**src/rtl/alu_writeback_if.sv**
```systemverilog
// Writeback-stage bus between the ALU/control side and the architectural register file.
// The master drives the writeback, flag, PLP and interrupt strobes. The slave returns the register state.
interface alu_writeback_if;
    logic        wb_valid;
    logic [7:0]  wb_result;
    logic [7:0]  wb_psr;
    logic [1:0]  wb_dest;
    logic [7:0]  wb_flag_mask;
    logic        wb_nz_auto;
    logic        flag_op_valid;
    logic [2:0]  flag_op;
    logic        plp_valid;
    logic [7:0]  plp_data;
    logic        irq_entry;
    logic [7:0]  reg_a;
    logic [7:0]  reg_x;
    logic [7:0]  reg_y;
    logic [7:0]  reg_p;
    logic        carry_out;
    logic        decimal_out;
    logic [7:0]  php_data;
    logic [7:0]  irq_push_data;
    logic [15:0] wb_count;

    modport master (
        output wb_valid, wb_result, wb_psr, wb_dest, wb_flag_mask, wb_nz_auto,
        output flag_op_valid, flag_op, plp_valid, plp_data, irq_entry,
        input  reg_a, reg_x, reg_y, reg_p, carry_out, decimal_out,
        input  php_data, irq_push_data, wb_count
    );

    modport slave (
        input  wb_valid, wb_result, wb_psr, wb_dest, wb_flag_mask, wb_nz_auto,
        input  flag_op_valid, flag_op, plp_valid, plp_data, irq_entry,
        output reg_a, reg_x, reg_y, reg_p, carry_out, decimal_out,
        output php_data, irq_push_data, wb_count
    );
endinterface

```
**src/rtl/alu_writeback.sv**
```systemverilog
// 6502 writeback stage: commits the ALU result to A/X/Y and merges the flags into P.
// P has a single writer per cycle, chosen in the order PLP > IRQ entry > flag op > ALU writeback.
module alu_writeback #(
    parameter logic [7:0] P_RESET = 8'h34
) (
    input  logic           clk,
    input  logic           rst,
    alu_writeback_if.slave bus
);
    typedef enum logic [1:0] {
        DEST_NONE = 2'b00,
        DEST_A    = 2'b01,
        DEST_X    = 2'b10,
        DEST_Y    = 2'b11
    } dest_e;

    typedef enum logic [2:0] {
        OP_CLC = 3'd0,
        OP_SEC = 3'd1,
        OP_CLI = 3'd2,
        OP_SEI = 3'd3,
        OP_CLD = 3'd4,
        OP_SED = 3'd5,
        OP_CLV = 3'd6,
        OP_NOP = 3'd7
    } flag_op_e;

    logic [7:0]  r_a;
    logic [7:0]  r_x;
    logic [7:0]  r_y;
    logic [7:0]  r_p;
    logic [15:0] r_count;

    logic [7:0]  w_src;
    logic [7:0]  w_mask;
    logic [7:0]  w_p_next;

    // Loads and transfers take N/Z from the result byte, not from the ALU flag output.
    always_comb begin
        w_src = bus.wb_psr;
        if (bus.wb_nz_auto) begin
            w_src[7] = bus.wb_result[7];
            w_src[1] = (bus.wb_result == 8'h00);
        end
        w_mask = bus.wb_flag_mask & 8'hCF;
    end

    always_comb begin
        w_p_next = r_p;
        if (bus.plp_valid) begin
            w_p_next = bus.plp_data;
        end else if (bus.irq_entry) begin
            w_p_next[2] = 1'b1;
        end else if (bus.flag_op_valid) begin
            case (flag_op_e'(bus.flag_op))
                OP_CLC:  w_p_next[0] = 1'b0;
                OP_SEC:  w_p_next[0] = 1'b1;
                OP_CLI:  w_p_next[2] = 1'b0;
                OP_SEI:  w_p_next[2] = 1'b1;
                OP_CLD:  w_p_next[3] = 1'b0;
                OP_SED:  w_p_next[3] = 1'b1;
                OP_CLV:  w_p_next[6] = 1'b0;
                default: w_p_next = r_p;
            endcase
        end else if (bus.wb_valid) begin
            w_p_next = (r_p & ~w_mask) | (w_src & w_mask);
        end
        w_p_next[5] = 1'b1;
        w_p_next[4] = 1'b1;
    end

    always_ff @(posedge clk) begin
        if (rst) begin
            r_a     <= '0;
            r_x     <= '0;
            r_y     <= '0;
            r_p     <= P_RESET;
            r_count <= '0;
        end else begin
            r_p <= w_p_next;
            if (bus.wb_valid) begin
                r_count <= r_count + 16'd1;
                case (dest_e'(bus.wb_dest))
                    DEST_A:  r_a <= bus.wb_result;
                    DEST_X:  r_x <= bus.wb_result;
                    DEST_Y:  r_y <= bus.wb_result;
                    default: ;
                endcase
            end
        end
    end

    assign bus.reg_a         = r_a;
    assign bus.reg_x         = r_x;
    assign bus.reg_y         = r_y;
    assign bus.reg_p         = r_p;
    assign bus.carry_out     = r_p[0];
    assign bus.decimal_out   = r_p[3];
    assign bus.php_data      = r_p | 8'h30;
    assign bus.irq_push_data = (r_p | 8'h20) & 8'hEF;
    assign bus.wb_count      = r_count;
endmodule

```
**src/flat_wrapper.sv**
```systemverilog
// flat-port wrapper written by rule: the top's interface ports become plain ports
module alu_writeback_flat 
#(
    parameter logic [7:0] P_RESET = 8'h34
)
  (clk, rst, bus_wb_valid, bus_wb_result, bus_wb_psr, bus_wb_dest, bus_wb_flag_mask, bus_wb_nz_auto, bus_flag_op_valid, bus_flag_op, bus_plp_valid, bus_plp_data, bus_irq_entry, bus_reg_a, bus_reg_x, bus_reg_y, bus_reg_p, bus_carry_out, bus_decimal_out, bus_php_data, bus_irq_push_data, bus_wb_count);
  alu_writeback_if bus_i ();
  input  logic clk;
  input  logic rst;
  input wire logic [$bits(bus_i.wb_valid)-1:0] bus_wb_valid;
  input wire logic [$bits(bus_i.wb_result)-1:0] bus_wb_result;
  input wire logic [$bits(bus_i.wb_psr)-1:0] bus_wb_psr;
  input wire logic [$bits(bus_i.wb_dest)-1:0] bus_wb_dest;
  input wire logic [$bits(bus_i.wb_flag_mask)-1:0] bus_wb_flag_mask;
  input wire logic [$bits(bus_i.wb_nz_auto)-1:0] bus_wb_nz_auto;
  input wire logic [$bits(bus_i.flag_op_valid)-1:0] bus_flag_op_valid;
  input wire logic [$bits(bus_i.flag_op)-1:0] bus_flag_op;
  input wire logic [$bits(bus_i.plp_valid)-1:0] bus_plp_valid;
  input wire logic [$bits(bus_i.plp_data)-1:0] bus_plp_data;
  input wire logic [$bits(bus_i.irq_entry)-1:0] bus_irq_entry;
  output wire logic [$bits(bus_i.reg_a)-1:0] bus_reg_a;
  output wire logic [$bits(bus_i.reg_x)-1:0] bus_reg_x;
  output wire logic [$bits(bus_i.reg_y)-1:0] bus_reg_y;
  output wire logic [$bits(bus_i.reg_p)-1:0] bus_reg_p;
  output wire logic [$bits(bus_i.carry_out)-1:0] bus_carry_out;
  output wire logic [$bits(bus_i.decimal_out)-1:0] bus_decimal_out;
  output wire logic [$bits(bus_i.php_data)-1:0] bus_php_data;
  output wire logic [$bits(bus_i.irq_push_data)-1:0] bus_irq_push_data;
  output wire logic [$bits(bus_i.wb_count)-1:0] bus_wb_count;
  assign bus_i.wb_valid = bus_wb_valid;
  assign bus_i.wb_result = bus_wb_result;
  assign bus_i.wb_psr = bus_wb_psr;
  assign bus_i.wb_dest = bus_wb_dest;
  assign bus_i.wb_flag_mask = bus_wb_flag_mask;
  assign bus_i.wb_nz_auto = bus_wb_nz_auto;
  assign bus_i.flag_op_valid = bus_flag_op_valid;
  assign bus_i.flag_op = bus_flag_op;
  assign bus_i.plp_valid = bus_plp_valid;
  assign bus_i.plp_data = bus_plp_data;
  assign bus_i.irq_entry = bus_irq_entry;
  assign bus_reg_a = bus_i.reg_a;
  assign bus_reg_x = bus_i.reg_x;
  assign bus_reg_y = bus_i.reg_y;
  assign bus_reg_p = bus_i.reg_p;
  assign bus_carry_out = bus_i.carry_out;
  assign bus_decimal_out = bus_i.decimal_out;
  assign bus_php_data = bus_i.php_data;
  assign bus_irq_push_data = bus_i.irq_push_data;
  assign bus_wb_count = bus_i.wb_count;
  alu_writeback #(.P_RESET(P_RESET)) u_core (.clk(clk), .rst(rst), .bus(bus_i));
endmodule
```
**config.mk**
```make
export PLATFORM = sky130hd
export DESIGN_NAME = alu_writeback_flat
export DESIGN_NICKNAME = d
export VERILOG_FILES = /design/src/rtl/alu_writeback_if.sv /design/src/rtl/alu_writeback.sv /design/src/flat_wrapper.sv
export SDC_FILE = /design/constraint.sdc
export NUM_CORES = 1
export LEC_CHECK = 0
export BUFFER_PORTS_ARGS = -buffer_cell sky130_fd_sc_hd__buf_2
export CAP_MARGIN = 20
export CORE_ASPECT_RATIO = 2
export CORE_UTILIZATION = 30
export DETAILED_ROUTE_END_ITERATION = 8
export SLEW_MARGIN = 20
export SYNTH_ARGS = -nofsm -noshare
export SYNTH_HDL_FRONTEND = slang
export SYNTH_SLANG_ARGS = --single-unit
export TNS_END_PERCENT = 20
```
**constraint.sdc**
```tcl
create_clock -name clk -period 5.1 [get_ports clk]
set_input_delay 0.51 -clock clk [delete_from_list [all_inputs] [get_ports clk]]
set_output_delay 0.51 -clock clk [all_outputs]
set_load 0.1 [all_outputs]
```
==> key figures, run 1 <==
Setup path
  – Critical Path Max Stage Delay: approximately 0.52 ns
  – Reg2reg path depth: 4
  – Crit Path Category: in -> reg
  – Startpoint types: input port
  – Worst path bufs/invs: 1
  – Worst Path Required: 5.30 ns
  – R2r setup slk: 3.27 ns
  – Crit path arrival time: 2.09 ns
  – Reg2reg start: u_core.bus.wb_count[3]
  – Crit path capture type: flip-flop
  – CP max FO: 13
  – Top cell family by delay on the critical path: simple AND/OR/NAND/NOR gates
  – Slowest library cell on the worst path: or4_4
  – Worst reg2reg endpoint: u_core.bus.wb_count[13]
  – Cell chain of the critical path: buf_2 -> nand4_1 -> or4_4 -> or3_1 -> a21oi_1

Clock tree
  – Htree depth: 2
  – Num CTS Buffers: 5
  – CTS tree: built
  – Setup Fix Bufs, Post-CTS: 0
  – Root buf cell: clkbuf_16
  – Post_cts resized: 0
  – Sinks on Clock Net: 46
  – CTS Buffer Depth: 2
  – Hold-fix buffers, CTS: 0
  – Worst skew pair latency: 0.28 ns
  – Clk slew on worst S/H paths: around 0.06 ns

Floorplan
  – Die W: 62.24 um
  – # IOs: 110
  – Number of cell rows: 43
  – Die Height: ~120 um
  – Initial core utilization: around 31%
  – Die area: ~7600 sq um
  – Core area: about 7000 sq um

STA
  – Fin crit share: ~37%
  – Final Setup Violations: 0
  – Worst slew pin tran: between 0.8 and 0.9 ns
  – Worst slew margin: a little over two fifths
  – Minimum clock period: 1.887 ns
  – Fmax: between 500 and 600 MHz
  – Slew Limit Fails: 0
  – Final Worst Setup Slack: 3.213 ns
  – Unrepaired setup endpoints after global routing: false
  – Setup_tns: 0 ns
  – Clock skew: approximately 0.0040 ns
  – Hold Violations, Final: 0

Placement
  – Placed cell areas: ~2600 sq um
  – Pre-CTS WS: approximately 2.9 ns
  – Port Buffers: a little under 100
  – GP Congestion: 0.7498
  – Detailed Place HPWL: approximately 4 mm

Logic synthesis
  – Seq/Total Area, Yosys: between 40% and 50%
  – Most used DFF post-synth: dfxtp_1
  – EDFF count, synth: 0
  – YS warnings: 0
  – Post-Synthesis Cells: 239
  – Avg Cell Area, Syn: slightly above 9 sq um
  – Asr flop ratio synth: 0%
  – Cell variety after synth: about 40
  – Cell area after synthesis: roughly 2200 sq um
  – Flops & latches, synth: 46

Finish
  – Layout cells sized above 1: between 30% and 40%
  – Final nets: approximately 360
  – Final Instance Area: roughly 2800 sq um
  – Area grow syn2layout: 26.95%
  – Diode count: 0
  – Util after Layout: a little under 40%

Global routing
  – GRT Total Usage: 14.41%
  – Vias in the first global route: 1797
  – Antenna violations before repair: 0
  – GRT overflow: 0
  – Pin count of the biggest net entering global routing: between 40 and 50
  – First-pass GRT wire length: roughly 8.5 mm

Drt
  – Met3 wire length: 300 um
  – Highest metal used: met4
  – Vias: 1936
  – # DRC: 0
  – Routed len/inst: approximately 13 um
  – Pre-antenna DRT Iters: 4
  – ANT nets after route: 0
  – DR vias/cell: ~4.7
  – DRT iter0 DRCs: 78
  – DRT Wirelength: 5.251 mm
  – Met2 routed WL: ~2.8 mm
  – Met1 Wirelength: about 2.1 mm

Min path
  – Hold WC Path Type: reg -> reg
  – Hold endpoint: u_core.bus.wb_count[15]
  – Hold path start: u_core.bus.wb_count[15]
  – Hold depth: 2

Power
  – Switching share of total power: between 30% and 40%
  – Max VDD drop: 0.1811 mV
  – Power density cells: about 360 nW/um^2
  – Seq pwr share: between 30% and 40%
  – Clock network fraction of design power: about a third
  – Sw power: around 360 uW
  – Power Internal: roughly 630 uW
  – Post-route total power: 984.8 uW
  – LEAKAGE: ~1.4 nW
  – Combinational share of power: 26.4%

Flow run
  – Max cap viols: 0

Run status
  – Outcome: complete, no violations
-- sequential cells by signal, summed over array words and instances, names as in the netlist, named ones only --
| name | flops |
|---|---|
| u_core.bus.wb_count | 16 |
| u_core.bus.reg_y | 8 |
| u_core.bus.reg_x | 8 |
| u_core.bus.reg_p | 4 |
| u_core.bus.reg_a | 8 |
-- synthesized netlist by cell type, drive strengths merged, types with 4 or more instances --
master | instances | area [sq um]
clkbuf | 8 | 30.03
nor3b | 4 | 30.03
buf | 22 | 157.6
nor2 | 41 | 153.9
or3 | 4 | 26.28
dfxtp | 46 | 920.9
a21oi | 7 | 35.03
nand4 | 7 | 58.81
xnor2 | 7 | 61.31
inv | 10 | 37.54
nor4 | 5 | 31.28
mux2i | 25 | 250.2
xor2 | 4 | 35.03
nand2 | 5 | 18.77
a311oi | 4 | 35.03
o21ai | 5 | 25.02
-- cell usage in the layout (no fill, tap or decap), drive strengths merged --
| master | netlist | final |
|---|---|---|
| a211o | 2 | 2 |
| a21oi | 7 | 7 |
| a221oi | 2 | 2 |
| a22oi | 3 | 3 |
| a311o | 1 | 1 |
| a311oi | 4 | 4 |
| a31oi | 1 | 1 |
| a32o | 1 | 1 |
| a41oi | 1 | 1 |
| and3 | 1 | 1 |
| and3b | 2 | 2 |
| buf | 22 | 97 |
| clkbuf | 8 | 7 |
| clkinv | 0 | 1 |
| conb | 2 | 6 |
| dfxtp | 46 | 46 |
| ha | 1 | 1 |
| inv | 10 | 10 |
| mux2 | 2 | 2 |
| mux2i | 25 | 25 |
| nand2 | 5 | 5 |
| nand2b | 1 | 1 |
| nand3 | 3 | 3 |
| nand3b | 2 | 2 |
| nand4 | 7 | 7 |
| nor2 | 41 | 41 |
| nor2b | 3 | 3 |
| nor3 | 1 | 1 |
| nor3b | 4 | 4 |
| nor4 | 5 | 5 |
| nor4b | 1 | 1 |
| o21a | 1 | 1 |
| o21ai | 5 | 5 |
| o21bai | 2 | 2 |
| o221ai | 1 | 1 |
| or3 | 4 | 4 |
| or4 | 1 | 1 |
| xnor2 | 7 | 7 |
| xor2 | 4 | 4 |
-- power by group through the flow --
| stage | registers (mW) | logic [mW] | clock network, mW |
|---|---|---|---|
| detailed placement | 0.388 | 0.260 | 0 |
| global route | 0.382 | 0.270 | 0.371 |
| floorplan | 0.473 | 0.143 | 0 |
| global placement | 0.388 | 0.259 | 0 |
| CTS | 0.380 | 0.261 | 0.358 |
| finish | 0.380 | 0.260 | 0.346 |
-- worst max-delay path by stage --
stage                                       from                       to  slack, ns  cells after the start
after global placement              bus_wb_valid  u_core.bus.wb_count[13]       2.95                      5
after floorplan           u_core.bus.wb_count[4]  u_core.bus.wb_count[15]       2.69                      4
after CTS                           bus_wb_valid  u_core.bus.wb_count[13]       3.19                      5
after global routing                bus_wb_valid  u_core.bus.wb_count[13]       3.08                      5
after detailed placement            bus_wb_valid  u_core.bus.wb_count[13]       2.90                      5
final                               bus_wb_valid  u_core.bus.wb_count[13]       3.21                      5
-- metal layers --
layer	GRT usage, %	vias to the layer above
li1	-	959
met1	15.30	892
met2	26.58	77
met3	3.439	8
met4	6.541	0
met5	0	-
-- tightest hold or removal path, cell delays in order, from the launching register on --
cell and delay, ns:
dfxtp_1 0.31, o21ai_0 0.07, a21oi_1 0.06
-- cells by family (layout without fill, tap and decap cells) --
family | Yosys count | after routing | share of synthesized area [%]
buf+inv | 40 | 115 | 10.35
xor+xnor | 11 | 11 | 4.425
flops | 46 | 46 | 42.30
other cells | 2 | 6 | 0.3450
simple gates | 81 | 81 | 19.43
mux | 27 | 27 | 12.53
fa+ha+maj | 1 | 1 | 0.5746
compound gates | 31 | 31 | 10.06
-- final cells by class --
class                      count  area [sq um]
timing repair buffer          97         485.5
tap                           90         112.6
multi-input combinational    157          1046
sequential                    46         920.9
inverter                      10         37.54
clock inverter                 1         8.758
fill                         756          4230
clock buffer                   7         152.6
-- metrics by stage --
| step | cells | hold slack (ns) |
|---|---|---|
| final | 408 | 0.4824 |
| after global routing | 408 | 0.5168 |
| after CTS | 408 | 0.4874 |
| after detailed placement | 400 | 0.4782 |
| after global placement | 400 | 0.4660 |
| after floorplan | 243 | 0.6539 |
Note: power is estimated with default switching activity, not from simulation.
==> run 2: changes to the inputs <==
--- a/config.mk
+++ b/config.mk
@@ -5,6 +5,7 @@
 export SDC_FILE = /design/constraint.sdc
 export NUM_CORES = 1
 export LEC_CHECK = 0
+export ABC_AREA = 1
 export BUFFER_PORTS_ARGS = -buffer_cell sky130_fd_sc_hd__buf_2
 export CAP_MARGIN = 20
 export CORE_ASPECT_RATIO = 2
==> constraint.sdc (replaced) <==
create_clock -name clk -period 1.7 [get_ports clk]
set_input_delay 0.17 -clock clk [delete_from_list [all_inputs] [get_ports clk]]
set_output_delay 0.17 -clock clk [all_outputs]
set_load 0.1 [all_outputs]
==> key figures, run 2 <==
Power
  – Max VDD drop: 0.6146 mV (+240%)
  – LEAKAGE: 1.443 nW (+1.7%)
  – Post-route total power: 3.187 mW (+220%)
  – Power density cells: 1089 nW/um^2 (+210%)

Finish
  – Max FFs per register: 16 (unchanged)
  – Layout cells sized above 1: 33.82% (-0.77 points)
  – # fillers: 824 (+9.0%)
  – Util after Layout: 39.67% (+0.15 points)
  – Final Instance Area: 2927 sq um (+5.9%)
  – Final nets: 452 (+25%)
  – Area grow syn2layout: 26.71%
  – Register area: 932.1 sq um (+1.2%)
  – Highest-count cells in the layout ignoring fill and taps: buf_2 (97), nor2_1 (59), nand2_1 (50)
  – Diode count: 0 (unchanged)
  – Post-route insts no fill: 500 (+23%)
  – Multi-input gate area: 1097 sq um (+4.9%)
  – Most common cell after layout, fill and taps aside: buf_2

Floorplan
  – Number of cell rows: 44 (+2.3%)
  – Core area: 7377 sq um (+5.5%)
  – Die Height: 126.1 um (+3.0%)
  – Die area: 8075 sq um (+6.0%)
  – Die W: 64.05 um (+2.9%)
  – Initial core utilization: 31.31% (+0.18 points)
  – # IOs: 110 (unchanged)

STA
  – Hold Violations, Final: 0 (unchanged)
  – Final Setup Violations: 0 (unchanged)
  – Final hold slack: 0.09207 ns (-0.3903 ns)
  – Fin crit share: between 80% and 90%
  – Minimum clock period: between 1 and 1.5 ns
  – Setup_tns: 0 ns (unchanged)
  – Final Worst Setup Slack: 0.3099 ns (-2.903 ns)
  – Slew Limit Fails: 0 (unchanged)
  – Fmax: around 720 MHz
  – Unrepaired setup endpoints after global routing: false
  – Clock skew: 0.006655 ns (+0.002649 ns)

Logic synthesis
  – Synth top area share: 39.87% (-2.4 points)
  – Post-Synthesis Cells: 326 (+36%)
  – Most frequent cells after synthesis: nor2_1 (59), nand2_1 (50), dfxtp_1 (46)
  – Most frequent cell after synthesis: nor2_1
  – EDFF count, synth: 0 (unchanged)
  – Avg Cell Area, Syn: 7.085 sq um (-22%)
  – Synth area leaders: dfxtp_1 (40%), nor2_1 (9.6%), nand2_1 (8.1%)
  – Most used DFF post-synth: dfxtp_1
  – Dominant cell type by area after synthesis: dfxtp_1
  – Flops & latches, synth: 46 (unchanged)
  – YS warnings: 0 (unchanged)
  – Asr flop ratio synth: 0% (unchanged)
  – Cell area after synthesis: 2310 sq um (+6.1%)
  – Cell variety after synth: 29 (-29%)
  – Seq/Total Area, Yosys: 39.87% (-2.4 points)

Drt
  – DRT Wirelength: 6.024 mm (+15%)
  – Routed len/inst: 12.05 um (-6.4%)
  – Vias: 2312 (+19%)
  – DRT iter0 DRCs: 105 (+35%)
  – Pre-antenna DRT Iters: 4 (unchanged)
  – # DRC: 0 (unchanged)
  – ANT nets after route: 0 (unchanged)
  – DR vias/cell: 4.624 (-2.6%)

Clock tree
  – Post_cts resized: 0 (unchanged)
  – Sinks on Clock Net: 46 (unchanged)
  – CTS tree: built
  – Worst skew pair latency: 0.29 ns (about the same)
  – Setup Fix Bufs, Post-CTS: 0 (unchanged)
  – CTS Buffer Depth: 2 (unchanged)
  – Num CTS Buffers: 5 (unchanged)
  – Hold-fix buffers, CTS: 0 (unchanged)
  – Clk slew on worst S/H paths: 0.07 ns (about the same)
  – Htree depth: 2 (unchanged)
  – Root buf cell: clkbuf_16

Setup path
  – Cell chain of the critical path: ha_1 -> nand3_1 -> inv_2 -> nand2_2 -> nor2_4 -> nand3_2 -> o21ai_1 -> nor2_1
  – Worst Path Required: 1.88 ns (-3.42 ns)
  – Startpoint types: flip-flop
  – Reg2reg start: u_core.bus.wb_count[0]
  – Crit Path Category: reg -> reg
  – Reg2reg path depth: 8 (+4)
  – CP max FO: 6 (-7)
  – Crit path capture type: flip-flop
  – Crit path arrival time: 1.57 ns (-0.52 ns)
  – Slowest library cell on the worst path: dfxtp_2
  – Crit. Startpoint: u_core.bus.wb_count[0]
  – R2r setup slk: 0.31 ns (-2.96 ns)
  – Critical Path Max Stage Delay: 0.36 ns (-0.16 ns)
  – Worst reg2reg endpoint: u_core.bus.wb_count[14]

Global routing
  – Antenna violations before repair: 0 (unchanged)
  – First-pass GRT wire length: 10.05 mm (+18%)
  – Pin count of the biggest net entering global routing: 22 (-54%)
  – Vias in the first global route: 2135 (+19%)
  – GRT Total Usage: 15.99% (+1.6 points)
  – GRT overflow: 0 (unchanged)

Run status
  – Outcome: complete, no violations

Placement
  – Placed cell areas: 2754 sq um (+5.8%)
  – Detailed Place HPWL: 4.632 mm (+16%)
  – GP Congestion: 0.7547 (+0.65%)
  – Pre-CTS WS: 0.3138 ns (-2.583 ns)
  – Port Buffers: 97 (unchanged)
  – Placed insts: 492 (+23%)

Min path
  – Hold endpoint: u_core.bus.reg_p[2]
  – Hold path start: bus_plp_data[2]
  – Hold WC Path Type: in -> reg
  – Hold depth: 3 (+1)

Flow run
  – Max cap viols: 0 (unchanged)
-- run 2: how the worst max path moves through the flow --
| stage | end | slack (ns) | cells after the start |
|---|---|---|---|
| after detailed placement | u_core.bus.wb_count[14] | 0.31 | 8 |
| final | u_core.bus.wb_count[14] | 0.31 | 8 |
| after CTS | u_core.bus.wb_count[14] | 0.30 | 8 |
| after global routing | u_core.bus.wb_count[14] | 0.14 | 9 |
| after floorplan | u_core.bus.wb_count[14] | -0.05 | 9 |
| after global placement | u_core.bus.wb_count[14] | 0.36 | 8 |
-- run 2: routing by layer --
layer	global-route usage, %	vias to the layer above	part of all wire, %
met4	6.952	0	2.1
met3	3.170	8	5.3
met5	0	-	0
met1	17.65	1036	40
met2	28.72	74	53
li1	-	1194	-
-- run 2: layout make-up --
cell class / count / area share, %
sequential: 46 / 31.85
multi-input combinational: 225 / 37.49
timing repair buffer: 98 / 16.84
clock buffer: 5 / 4.275
tap: 92 / 3.933
clock inverter: 3 / 1.625
inverter: 31 / 3.976
-- run 2: kinds of logic (layout without fill, tap and decap cells) --
kind of cell,count (synthesis),in the layout,share of synthesized area [%]
flip-flops,46,46,39.87
XOR/XNOR,2,2,0.7585
AO/OA/AOI/OAI,57,57,14.30
buffers and inverters,59,137,13.27
AND/OR/NAND/NOR,159,159,30.93
other,2,6,0.3251
adder cells (fa/ha/maj),1,1,0.5416
-- run 2: power by group --
group,total [mW],internal (mW),switching (mW)
Sequential,1.15,1.12,0.0308
Clock,1.16,0.705,0.453
Combinational,0.877,0.134,0.744
Total,3.19,1.96,1.23
-- run 2: worst max-delay path: cells and delay by family (launching register included) --
| family | cells | cell delay (ns) |
|---|---|---|
| compound gates | 1 | 0.13 |
| fa+ha+maj | 1 | 0.18 |
| buf+inv | 1 | 0.09 |
| flops | 1 | 0.36 |
| simple gates | 5 | 0.52 |
